## config.mk

```make
export PLATFORM = sky130hd
export DESIGN_NAME = filtro_debounce
export DESIGN_NICKNAME = d
export VERILOG_FILES = /design/src/rtl/filtro_debounce.sv
export SDC_FILE = /design/constraint.sdc
export NUM_CORES = 1
export LEC_CHECK = 0
export CORE_UTILIZATION = 55
export CTS_BUF_LIST = sky130_fd_sc_hd__clkbuf_4 sky130_fd_sc_hd__clkbuf_8
export DETAILED_ROUTE_END_ITERATION = 8
export PLACE_DENSITY = 0.75
export SKIP_CTS_REPAIR_TIMING = 1
export SKIP_LAST_GASP = 1
export SLEW_MARGIN = 25
export SYNTH_ARGS = -nofsm -noshare
export SYNTH_HDL_FRONTEND = slang
export SYNTH_SLANG_ARGS = --single-unit
```

## constraint.sdc

```tcl
create_clock -name clk -period 2.4 [get_ports clk]
set_clock_uncertainty 0.2 [all_clocks]
set_input_delay 0.36 -clock clk [delete_from_list [all_inputs] [get_ports clk]]
set_output_delay 0.36 -clock clk [all_outputs]
set_load 0.005 [all_outputs]
```

## src/rtl/filtro_debounce.sv

```systemverilog
// Debounce filter with edge pulses for an already-synchronized input.
// Optional FILTRO_GLITCH_CNT_EN adds a saturating count of aborted confirmations.
//
//   state      | meaning
//   S_LOW      | accepted level 0, input agrees
//   S_CHK_HIGH | accepted level 0, counting consecutive 1 samples
//   S_HIGH     | accepted level 1, input agrees
//   S_CHK_LOW  | accepted level 1, counting consecutive 0 samples
module filtro_debounce #(
    parameter int STABLE_CYCLES = 50000,
    parameter int CNT_W         = 16
) (
    input  logic       clk,
    input  logic       rst,
    input  logic       signal_in,
    output logic       signal_out,
    output logic       rise_pulse,
    output logic       fall_pulse
`ifdef FILTRO_GLITCH_CNT_EN
    ,
    output logic [7:0] glitch_count
`endif
);

    typedef enum logic [1:0] {
        S_LOW      = 2'd0,
        S_CHK_HIGH = 2'd1,
        S_HIGH     = 2'd2,
        S_CHK_LOW  = 2'd3
    } state_t;

    localparam logic [CNT_W-1:0] CNT_ONE  = CNT_W'(1);
    localparam logic [CNT_W-1:0] CNT_LAST = CNT_W'(STABLE_CYCLES - 1);

    state_t           state_q, state_d;
    logic [CNT_W-1:0] cnt_q, cnt_d;
    logic             out_q, out_d;
    logic             rise_q, rise_d;
    logic             fall_q, fall_d;

    always_ff @(posedge clk) begin
        if (rst) begin
            state_q <= S_LOW;
            cnt_q   <= '0;
            out_q   <= 1'b0;
            rise_q  <= 1'b0;
            fall_q  <= 1'b0;
        end else begin
            state_q <= state_d;
            cnt_q   <= cnt_d;
            out_q   <= out_d;
            rise_q  <= rise_d;
            fall_q  <= fall_d;
        end
    end

    always_comb begin
        state_d = state_q;
        cnt_d   = cnt_q;
        out_d   = out_q;
        rise_d  = 1'b0;
        fall_d  = 1'b0;
        case (state_q)
            S_LOW: begin
                if (signal_in) begin
                    state_d = S_CHK_HIGH;
                    cnt_d   = CNT_ONE;
                end else begin
                    cnt_d   = '0;
                end
            end
            S_CHK_HIGH: begin
                if (!signal_in) begin
                    state_d = S_LOW;
                    cnt_d   = '0;
                end else if (cnt_q == CNT_LAST) begin
                    state_d = S_HIGH;
                    cnt_d   = '0;
                    out_d   = 1'b1;
                    rise_d  = 1'b1;
                end else begin
                    cnt_d   = cnt_q + CNT_ONE;
                end
            end
            S_HIGH: begin
                if (!signal_in) begin
                    state_d = S_CHK_LOW;
                    cnt_d   = CNT_ONE;
                end else begin
                    cnt_d   = '0;
                end
            end
            S_CHK_LOW: begin
                if (signal_in) begin
                    state_d = S_HIGH;
                    cnt_d   = '0;
                end else if (cnt_q == CNT_LAST) begin
                    state_d = S_LOW;
                    cnt_d   = '0;
                    out_d   = 1'b0;
                    fall_d  = 1'b1;
                end else begin
                    cnt_d   = cnt_q + CNT_ONE;
                end
            end
            default: begin
                state_d = S_LOW;
                cnt_d   = '0;
                out_d   = 1'b0;
            end
        endcase
    end

    assign signal_out = out_q;
    assign rise_pulse = rise_q;
    assign fall_pulse = fall_q;

`ifdef FILTRO_GLITCH_CNT_EN
    logic       glitch_ev;
    logic [7:0] glitch_q;

    // A glitch is a confirmation aborted by the input returning to the accepted level.
    assign glitch_ev = ((state_q == S_CHK_HIGH) && !signal_in) ||
                       ((state_q == S_CHK_LOW)  &&  signal_in);

    always_ff @(posedge clk) begin
        if (rst) begin
            glitch_q <= 8'h00;
        end else if (glitch_ev && (glitch_q != 8'hFF)) begin
            glitch_q <= glitch_q + 8'h01;
        end
    end

    assign glitch_count = glitch_q;
`endif

endmodule

```

== Word level (Yosys, flattened, before mapping) ==
Index checks and enable logic that the tools add are counted.
Cells by class
  mux-type cells: 19
  reduce and logical (&&, ||, !) cells: 6
  bitwise logic cells: 3
  add/subtract/negate cells: 1
  equal/unequal tests: 12
Operators with widths (number)
  $pmux 16 s4: 1
  $mux 16: 3
  $add 16x1->16 const B: 1
  $eq 16x16->1 const B: 1
  $mux 2: 6
  $ne 2x2->1 const B: 6
  $pmux 2 s4: 1
  $mux 1: 7
  $ne 3x3->1 const B: 2
  $reduce_or 3->1: 2
  $reduce_and 5->1: 1
  $eq 2x2->1 const B: 2
  $reduce_and 4->1: 1
  $not 1->1: 3
  $eq 2x1->1 const B: 1
  $logic_not 2->1: 1
  $pmux 1 s2: 1
  $reduce_bool 2->1: 1
Storage, ports and cells
  logic and storage cells: 46
  register bits after elaboration: 21
  bits of input ports: 3
  output and inout port bits: 3

== Depth between registers and ports, before layout ==
Gate-level depths: netlist (run 1).
  depth after elaboration: 4
  mapped depth: 6
  depth with buffers taken out: 5

== Worst setup path before layout (run 1) ==
Ideal clock, no wire load.
  path kind: reg-to-reg
  from: register cnt_q[5]
  to: register cnt_q[15]
  setup time: 0.115 ns
  clock period less this slack: 2.028 ns
  required time: 2.085 ns
  path slack: 0.372 ns
  cell stages (with the launch flop): 6
  arrival time: 1.713 ns
  buffers on the path: 1
  cell sequence: dfxtp_1 > or4b_4 > or4_1 > nand3_2 > buf_6 > nor2_1
Between the ends
  cells in the longest elaborated chain, start to end: 4
  elaborated cells between the ends (all ways): 6
  classes of those cells: add/sub (1); eq/ne (1); mux (4)
RTL lines
  from (decl): RTL line 36  | logic [CNT_W-1:0] cnt_q, cnt_d;
  from (signal assigned): RTL line 50  | cnt_q <= cnt_d;
  $add 16x1->16 / $eq 16x16->1 (equally long branches)
  $mux 16 (*): RTL line 76, 97
  $mux 16 (on tied branches): RTL line 94, 73
  $pmux 16 s4 (*): RTL line 63  | case (state_q)
Mark *: on every way between the ends. The rest lies on a longest branch, timed or not.
A chain may end at the register's enable or synchronous reset.

== Worst setup path in the final report (run 1) ==
  from: register cnt_q[5]
  to: register cnt_q[1]
Between the ends
  cells in the longest elaborated chain, start to end: 4
  elaborated cells between the ends (all ways): 5
  classes of those cells: eq/ne (1); mux (4)
RTL lines (RTL line)
  $eq 16x16->1 (*): 76, 97
  $mux 16 (*): 76, 97
  $mux 16 (on tied branches): 94, 73
  $pmux 16 s4 (*): 63
Marks and branches as above.

==> results.json, run 1 <==
{
  "outcome": "finished, final reports clean",
  "io_pins": 6,
  "first_global_vias": 620,
  "synthFlopType": "dfxtp_1",
  "cp_num_cells": 4,
  "drtAntennaViolNets": 0,
  "hp-class": "reg2reg",
  "report.final.slew_viol_count": 0,
  "path_cells": "or4b_4 > or4_1 > nand3_2 > nor2_1",
  "ys_top_cells_by_area": "dfxtp_1, xnor2_1, nor2_1",
  "critical_path.endpoint_type": "flop",
  "synth_seq_area_share": 0.460,
  "crit_buf_inv": 0,
  "cpLargestDelayFamily": "simple AND/OR/NAND/NOR gates",
  "intPower_uw": 438,
  "critPathKind": "reg2reg",
  "vias_per_cell": 5.46,
  "hp-start": "signal_out",
  "drcViolationCount": 0,
  "post-dp-hpwl_microns": 1100,
  "cts-buffers-inserted": 3,
  "cp_max_fo": 14,
  "place_congestion": 0.739,
  "numPortBuffers": 5,
  "p_sw_frac": 0.198,
  "antenna_cells": 0,
  "rr_worst_depth": 4,
  "power_leakage_uw": 0.000315,
  "power.density_mw_per_mm2": 536,
  "worstReg2RegStart": "cnt_q[5]",
  "p_switching_uw": 108,
  "initial_core_util": 0.600,
  "async_reset_ff_frac": 0,
  "antenna_found_initial": 0,
  "drive_gt1_frac": 0.0909,
  "nets": 115,
  "setup_viol": 0,
  "dp_cells": 122,
  "routed_wl_microns": 1510,
  "critical_path_arrival_ps": 2110,
  "period_minus_slack_ps": 2130,
  "fin_tns_setup_ps": 0,
  "core.rowCount": 14,
  "gr-total-overflow": 0,
  "vias": 688,
  "critPathSlowestCell": "or4b_4",
  "synth_enable_flop_cells": 0,
  "ys_types": 26,
  "whs_endpoint": "signal_out",
  "cts_root_buf": "clkbuf_4",
  "worstReg2RegEnd": "cnt_q[1]",
  "worst-r2r-setup-slack_ps": 270,
  "drt_first_pass_iters": 4,
  "post-route-period-util": 0.888,
  "grt_use_total": 0.186,
  "die_y_microns": 42.8,
  "synth_top_cell_area_share": 0.460,
  "max_slew.worst_pin.slew_ps": 338,
  "worst_ir_drop_vdd_mv": 0.395,
  "final_cells": 126,
  "hold_viol": 0,
  "comb_power_share": 0.032,
  "slew_headroom": 0.772,
  "rsz0062_at_grt": "no",
  "cts_num_sinks": 21,
  "fmax_mhz": 469,
  "cp.required_ps": 2380,
  "chipWidth_microns": 42.8,
  "first_iter_violations": 19,
  "clock_latency_ps": 290,
  "critPathLaunchType": "flop",
  "synth_largest_area_cell": "dfxtp_1",
  "grt_pass1_wl_microns": 2560,
  "cts_tree": "yes",
  "cap_violations": 0,
  "avgSynthCellArea_sq_um": 9.15,
  "grt_max_degree": 15,
  "die_area_sq_mm": 0.00183,
  "synth_warnings": 0,
  "ys_seq_elements": 21,
  "core_sq_mm": 0.00152,
  "slowest_delay_ps": 570,
  "cts.reportedPaths.clkPinSlew_ps": 110,
  "syn_inst": 100,
  "synth.cell_area_sq_um": 915,
  "holdPathStages": 2,
  "synth_nets": 104,
  "p_seq_frac": 0.651,
  "htree_levels": 1,
  "cts_buffer_depth": 2,
  "syn2layout_area_growth_pct": 11.4,
  "wl_per_cell_microns": 12.0,
  "clkPwrFrac": 0.317
}
logic make-up (layout without fill, tap and decap cells):
kind of cell,Yosys count,after routing,share of synthesized area
AO/OA/AOI/OAI,4,4,0.0246
XOR/XNOR,14,14,0.134
adder cells (fa/ha/maj),1,1,0.0137
buffers and inverters,7,17,0.0369
flip-flops,21,21,0.460
multiplexers,2,2,0.0233
AND/OR/NAND/NOR,51,51,0.308
state kept, by name, indices dropped and copies added (netlist names), named ones only:
name,cells
cnt_q,16
fall_pulse,1
rise_pulse,1
signal_out,1
state_q,1
cells in the final DEF, fill, tap and decap left out, types with 2 or more instances in the layout:
master,n
nor3_1,4
buf_4,2
xor2_1,2
nand3_1,5
nand2b_1,3
xnor2_1,12
nor2_1,21
inv_1,6
nand4_1,4
dfxtp_1,21
nand2_1,3
clkbuf_4,4
nor4_1,3
clkdlybuf4s50_1,5
a21oi_1,2
power groups by stage:
stage / sequential, uW / combinational [uW] / clock, uW
3_5_place_dp: 363 / 18.0 / 0
6_report: 355 / 17.7 / 173
5_1_grt: 356 / 20.1 / 188
3_3_place_gp: 363 / 17.5 / 0
4_1_cts: 355 / 18.2 / 181
2_1_floorplan: 363 / 9.52 / 0
per-stage QoR:
step | hold slack (ps) | total power [uW] | util | setup WS, ps | instance area (sq um)
finish | 301 | 546 | 0.668 | 270 | 1020
global route | 337 | 564 | 0.668 | 177 | 1020
CTS | 311 | 555 | 0.668 | 255 | 1020
detailed placement | 296 | 381 | 0.649 | 282 | 988
global placement | 280 | 381 | 0.649 | 330 | 988
floorplan | 229 | 372 | - | 372 | 915
metal layers:
metal | GRT usage | share of wire | up-vias
met5 | 0 | 0 | -
met4 | 0.113 | 0.0066 | 0
met3 | 0.0255 | 0.033 | 2
met2 | 0.315 | 0.49 | 14
met1 | 0.219 | 0.47 | 316
li1 | - | - | 356
tightest hold or removal path, stage by stage, from the launching register on:
cell,delay (ps)
dfxtp_1,330
o21ai_0,70
a21oi_1,60
worst max-delay path by stage:
stage	startpoint	end
final	cnt_q[5]	cnt_q[1]
after floorplan	cnt_q[5]	cnt_q[15]
after detailed placement	cnt_q[5]	cnt_q[1]
after global routing	cnt_q[5]	cnt_q[1]
after CTS	cnt_q[5]	cnt_q[1]
after global placement	cnt_q[5]	cnt_q[14]
Yosys cell counts (2+ instances only):
cell	count
nand3_1	5
nor4_1	3
nand2b_1	3
xnor2_1	12
nor3_1	4
dfxtp_1	21
inv_1	6
nand2_1	3
xor2_1	2
nand4_1	4
nor2_1	21
a21oi_1	2
final cells by class:
type                       count  area [sq um]
multi-input combinational     72           460
sequential                    21           420
inverter                       6          22.5
timing repair buffer           7          65.1
fill                         130           505
tap                           16          20.0
clock buffer                   4          30.0
No activity file was read; power rests on OpenSTA's default activity.
==> run 2, diff against run 1 <==
- CORE_ASPECT_RATIO: not set -> 1.1
- SETUP_SLACK_MARGIN: not set -> 0.02
==> results.json, run 2 (synthesized netlist as in run 1, its figures left out) <==
{
  "place_ws_ps": 282,
  "cp.required_ps": 2390,
  "cts-buffers-inserted": 3,
  "worst_ir_drop_vdd_mv": 0.361,
  "grt_use_total": 0.196,
  "power_uw": 549,
  "drtAntennaViolNets": 0,
  "cts_root_buf": "clkbuf_4",
  "critPathLaunchType": "flop",
  "vias": 705,
  "report.final.slew_viol_count": 0,
  "vias_per_cell": 5.60,
  "num-fill-cells": 142,
  "grt_pass1_wl_microns": 2440,
  "initial_core_util": 0.587,
  "drt_first_pass_iters": 4,
  "wl_per_cell_microns": 12.0,
  "critPathSlowestCell": "or4b_4",
  "antenna_cells": 0,
  "wl_met1_microns": 690,
  "outcome": "finished, final reports clean",
  "htree_levels": 1,
  "rsz0062_at_grt": "no",
  "fmax_mhz": 468,
  "drcViolationCount": 0,
  "power_leakage_uw": 0.000310,
  "io_pins": 6,
  "cap_violations": 0,
  "hold_viol": 0,
  "dp_cells": 122,
  "critical_path.endpoint_type": "flop",
  "fin_tns_setup_ps": 0,
  "cts_buffer_depth": 2,
  "place_congestion": 0.751,
  "utilization": 0.650,
  "first_global_vias": 634,
  "die_area_sq_mm": 0.00183,
  "numPortBuffers": 5,
  "nets": 114,
  "cts.reportedPaths.clkPinSlew_ps": 110,
  "routed_wl_microns": 1520,
  "syn2layout_area_growth_pct": 10.7,
  "clock_latency_ps": 300,
  "chipWidth_microns": 40.9,
  "slew_headroom": 0.770,
  "setup_viol": 0,
  "dr_wl_met3_microns": 37,
  "mostFrequentLayoutCells": "nor2_1, dfxtp_1, xnor2_1, inv_1",
  "grt_max_degree": 15,
  "slowest_delay_ps": 570,
  "cp_max_fo": 14,
  "critPathKind": "reg2reg",
  "power.density_mw_per_mm2": 543,
  "top_layer_used": "met4",
  "post-route-period-util": 0.890,
  "hp-class": "reg2reg",
  "cts_tree": "yes",
  "period_minus_slack_ps": 2140,
  "final_cells": 126,
  "core_sq_mm": 0.00156,
  "gr-total-overflow": 0,
  "die_y_microns": 44.8,
  "antenna_found_initial": 0,
  "critical_path_arrival_ps": 2130,
  "cts_num_sinks": 21,
  "post-dp-hpwl_microns": 1110,
  "wl_met2_microns": 751,
  "core.rowCount": 15,
  "path_cells": "or4b_4 > or4_1 > nand3_2 > nor2_1",
  "largest_register_ffs": 16,
  "worst_slack_ps": 264,
  "drive_gt1_frac": 0.0826,
  "first_iter_violations": 12,
  "largest-register": "cnt_q",
  "max_slew.worst_pin.slew_ps": 343
}
run 2: per-layer routing:
| layer | global-route usage | up-vias |
|---|---|---|
| li1 | - | 364 |
| met1 | 0.231 | 326 |
| met2 | 0.319 | 10 |
| met3 | 0.0296 | 5 |
| met4 | 0.120 | 0 |
| met5 | 0 | - |
run 2: layout make-up:
cell class | count | area, sq um | area share
Clock buffer | 4 | 30.0 | 0.0297
Inverter | 6 | 22.5 | 0.0222
Multi-Input combinational cell | 72 | 460 | 0.455
Sequential cell | 21 | 420 | 0.415
Tap cell | 17 | 21.3 | 0.0210
Timing Repair Buffer | 6 | 57.6 | 0.0569
run 2: report_power, final:
part | leakage (uW) | switching, uW | total (uW) | internal [uW]
Sequential | 0.000170 | 3.15 | 355 | 352
Combinational | 0.000121 | 8.02 | 18.0 | 9.94
Clock | 0.0000184 | 100 | 176 | 76.1
Total | 0.000310 | 111 | 549 | 438
run 2: metrics by stage:
stage                     cell area, sq um  hold slack (ps)
after floorplan                        915              229
after global placement                 982              274
after detailed placement               982              301
after CTS                             1010              317
after global routing                  1010              346
final                                 1010              306
run 2: path summary, 6_finish.rpt:
kind / from / to / slack [ps] / cells past startpoint
max: cnt_q[5] / cnt_q[12] / 260 / 4
min: signal_out / signal_out / 310 / 2
max reg2reg: cnt_q[5] / cnt_q[12] / 260 / 4
min reg2reg: signal_out / signal_out / 310 / 2
run 2: worst max-delay path: cells and delay by family (launching register included):
family        cells  cell delay (ps)
flops             1              370
simple gates      4             1460
==> run 3, diff against run 2 <==
- CORE_UTILIZATION: 55 -> 47
- PLACE_DENSITY: 0.75 -> 0.66
==> results.json, run 3 (synthesized netlist as in run 1, its figures left out) <==
{
  "cts_tree": "yes",
  "syn2layout_area_growth_pct": 11.4,
  "hp-class": "reg2reg",
  "nets": 115,
  "whs_ps": 295,
  "drtAntennaViolNets": 0,
  "cts.reportedPaths.clkPinSlew_ps": 110,
  "fin_tns_setup_ps": 0,
  "largest-register": "cnt_q",
  "rsz0062_at_grt": "no",
  "period_minus_slack_ps": 2100,
  "numPortBuffers": 5,
  "critical_path.endpoint_type": "flop",
  "multi_input_area_sq_um": 460,
  "htree_levels": 1,
  "drt_first_pass_iters": 6,
  "first_global_vias": 582,
  "critPathKind": "reg2reg",
  "cts_root_buf": "clkbuf_4",
  "drcViolationCount": 0,
  "grt_use_total": 0.163,
  "power.density_mw_per_mm2": 529,
  "vias_per_cell": 5.38,
  "max_slew.worst_pin.slew_ps": 353,
  "cts_num_sinks": 21,
  "io_pins": 6,
  "mostFrequentLayoutCells": "nor2_1, dfxtp_1, xnor2_1, inv_1",
  "cp.required_ps": 2400,
  "worst_ir_drop_vdd_mv": 0.331,
  "worstReg2RegStart": "cnt_q[5]",
  "antenna_cells": 0,
  "setup_viol": 0,
  "hold_viol": 0,
  "report.final.slew_viol_count": 0,
  "cp_max_fo": 14,
  "post-route-period-util": 0.877,
  "slew_headroom": 0.763,
  "fmax_mhz": 475,
  "place_congestion": 0.810,
  "register_area_sq_um": 420,
  "post-dp-hpwl_microns": 1080,
  "cap_violations": 0,
  "cts_buffer_depth": 2,
  "die_area_sq_mm": 0.00213,
  "power_leakage_uw": 0.000314,
  "antenna_found_initial": 0,
  "initial_core_util": 0.508,
  "core.rowCount": 16,
  "clock_latency_ps": 300,
  "core_sq_mm": 0.00180,
  "grt_pass1_wl_microns": 2470,
  "crit_start": "cnt_q[5]",
  "power_uw": 539,
  "grt_max_degree": 15,
  "die_y_microns": 48.3,
  "drive_gt1_frac": 0.0909,
  "cts-buffers-inserted": 3,
  "routed_wl_microns": 1510,
  "hp-start": "signal_out",
  "first_iter_violations": 22,
  "gr-total-overflow": 0,
  "vias": 689,
  "critical_path_arrival_ps": 2100,
  "num-fill-cells": 171,
  "critPathLaunchType": "flop",
  "outcome": "finished, final reports clean",
  "wl_per_cell_microns": 11.8,
  "chipWidth_microns": 44.1,
  "largest_register_ffs": 16
}
run 3: per-stage QoR:
| step | utilization | instance area [sq um] | cells | worst slack [ps] |
|---|---|---|---|---|
| 3_5_place_dp | 0.550 | 991 | 124 | 302 |
| 4_1_cts | 0.565 | 1020 | 128 | 281 |
| 6_report | 0.565 | 1020 | 128 | 296 |
| 2_1_floorplan | - | 915 | 100 | 372 |
| 3_3_place_gp | 0.550 | 991 | 124 | 327 |
| 5_1_grt | 0.565 | 1020 | 128 | 204 |
run 3: final timing paths:
| path | end | slack [ps] | cells after the start |
|---|---|---|---|
| worst min register to register | signal_out | 290 | 2 |
| worst min-delay path | signal_out | 290 | 2 |
| worst max-delay path | cnt_q[13] | 300 | 4 |
| worst max register to register | cnt_q[13] | 300 | 4 |
run 3: worst max-delay path, stage by stage (launching register included):
cell and delay [ps]:
dfxtp_1 370, or4b_4 560, or4_1 550, nand3_2 230, nor2_1 80
run 3: layout make-up:
cell class,count,share of cell area
multi-input combinational,72,0.452
clock inverter,1,0.00491
inverter,6,0.0221
clock buffer,3,0.0221
timing repair buffer,7,0.0639
sequential,21,0.413
tap,18,0.0221
run 3: per-layer routing:
| metal | global-route usage | vias to the layer above | share of wire |
|---|---|---|---|
| li1 | - | 359 | - |
| met1 | 0.181 | 304 | 0.44 |
| met2 | 0.297 | 24 | 0.49 |
| met5 | 0 | - | 0 |
| met3 | 0.0222 | 2 | 0.050 |
| met4 | 0.109 | 0 | 0.011 |
run 3: where the power goes:
group          leakage [uW]  switching [uW]  total (uW)  internal [uW]
Sequential         0.000170            3.05         355            352
Clock             0.0000177             104         167           62.2
Combinational      0.000127            7.65        17.6           9.95
Total              0.000314             115         539            424
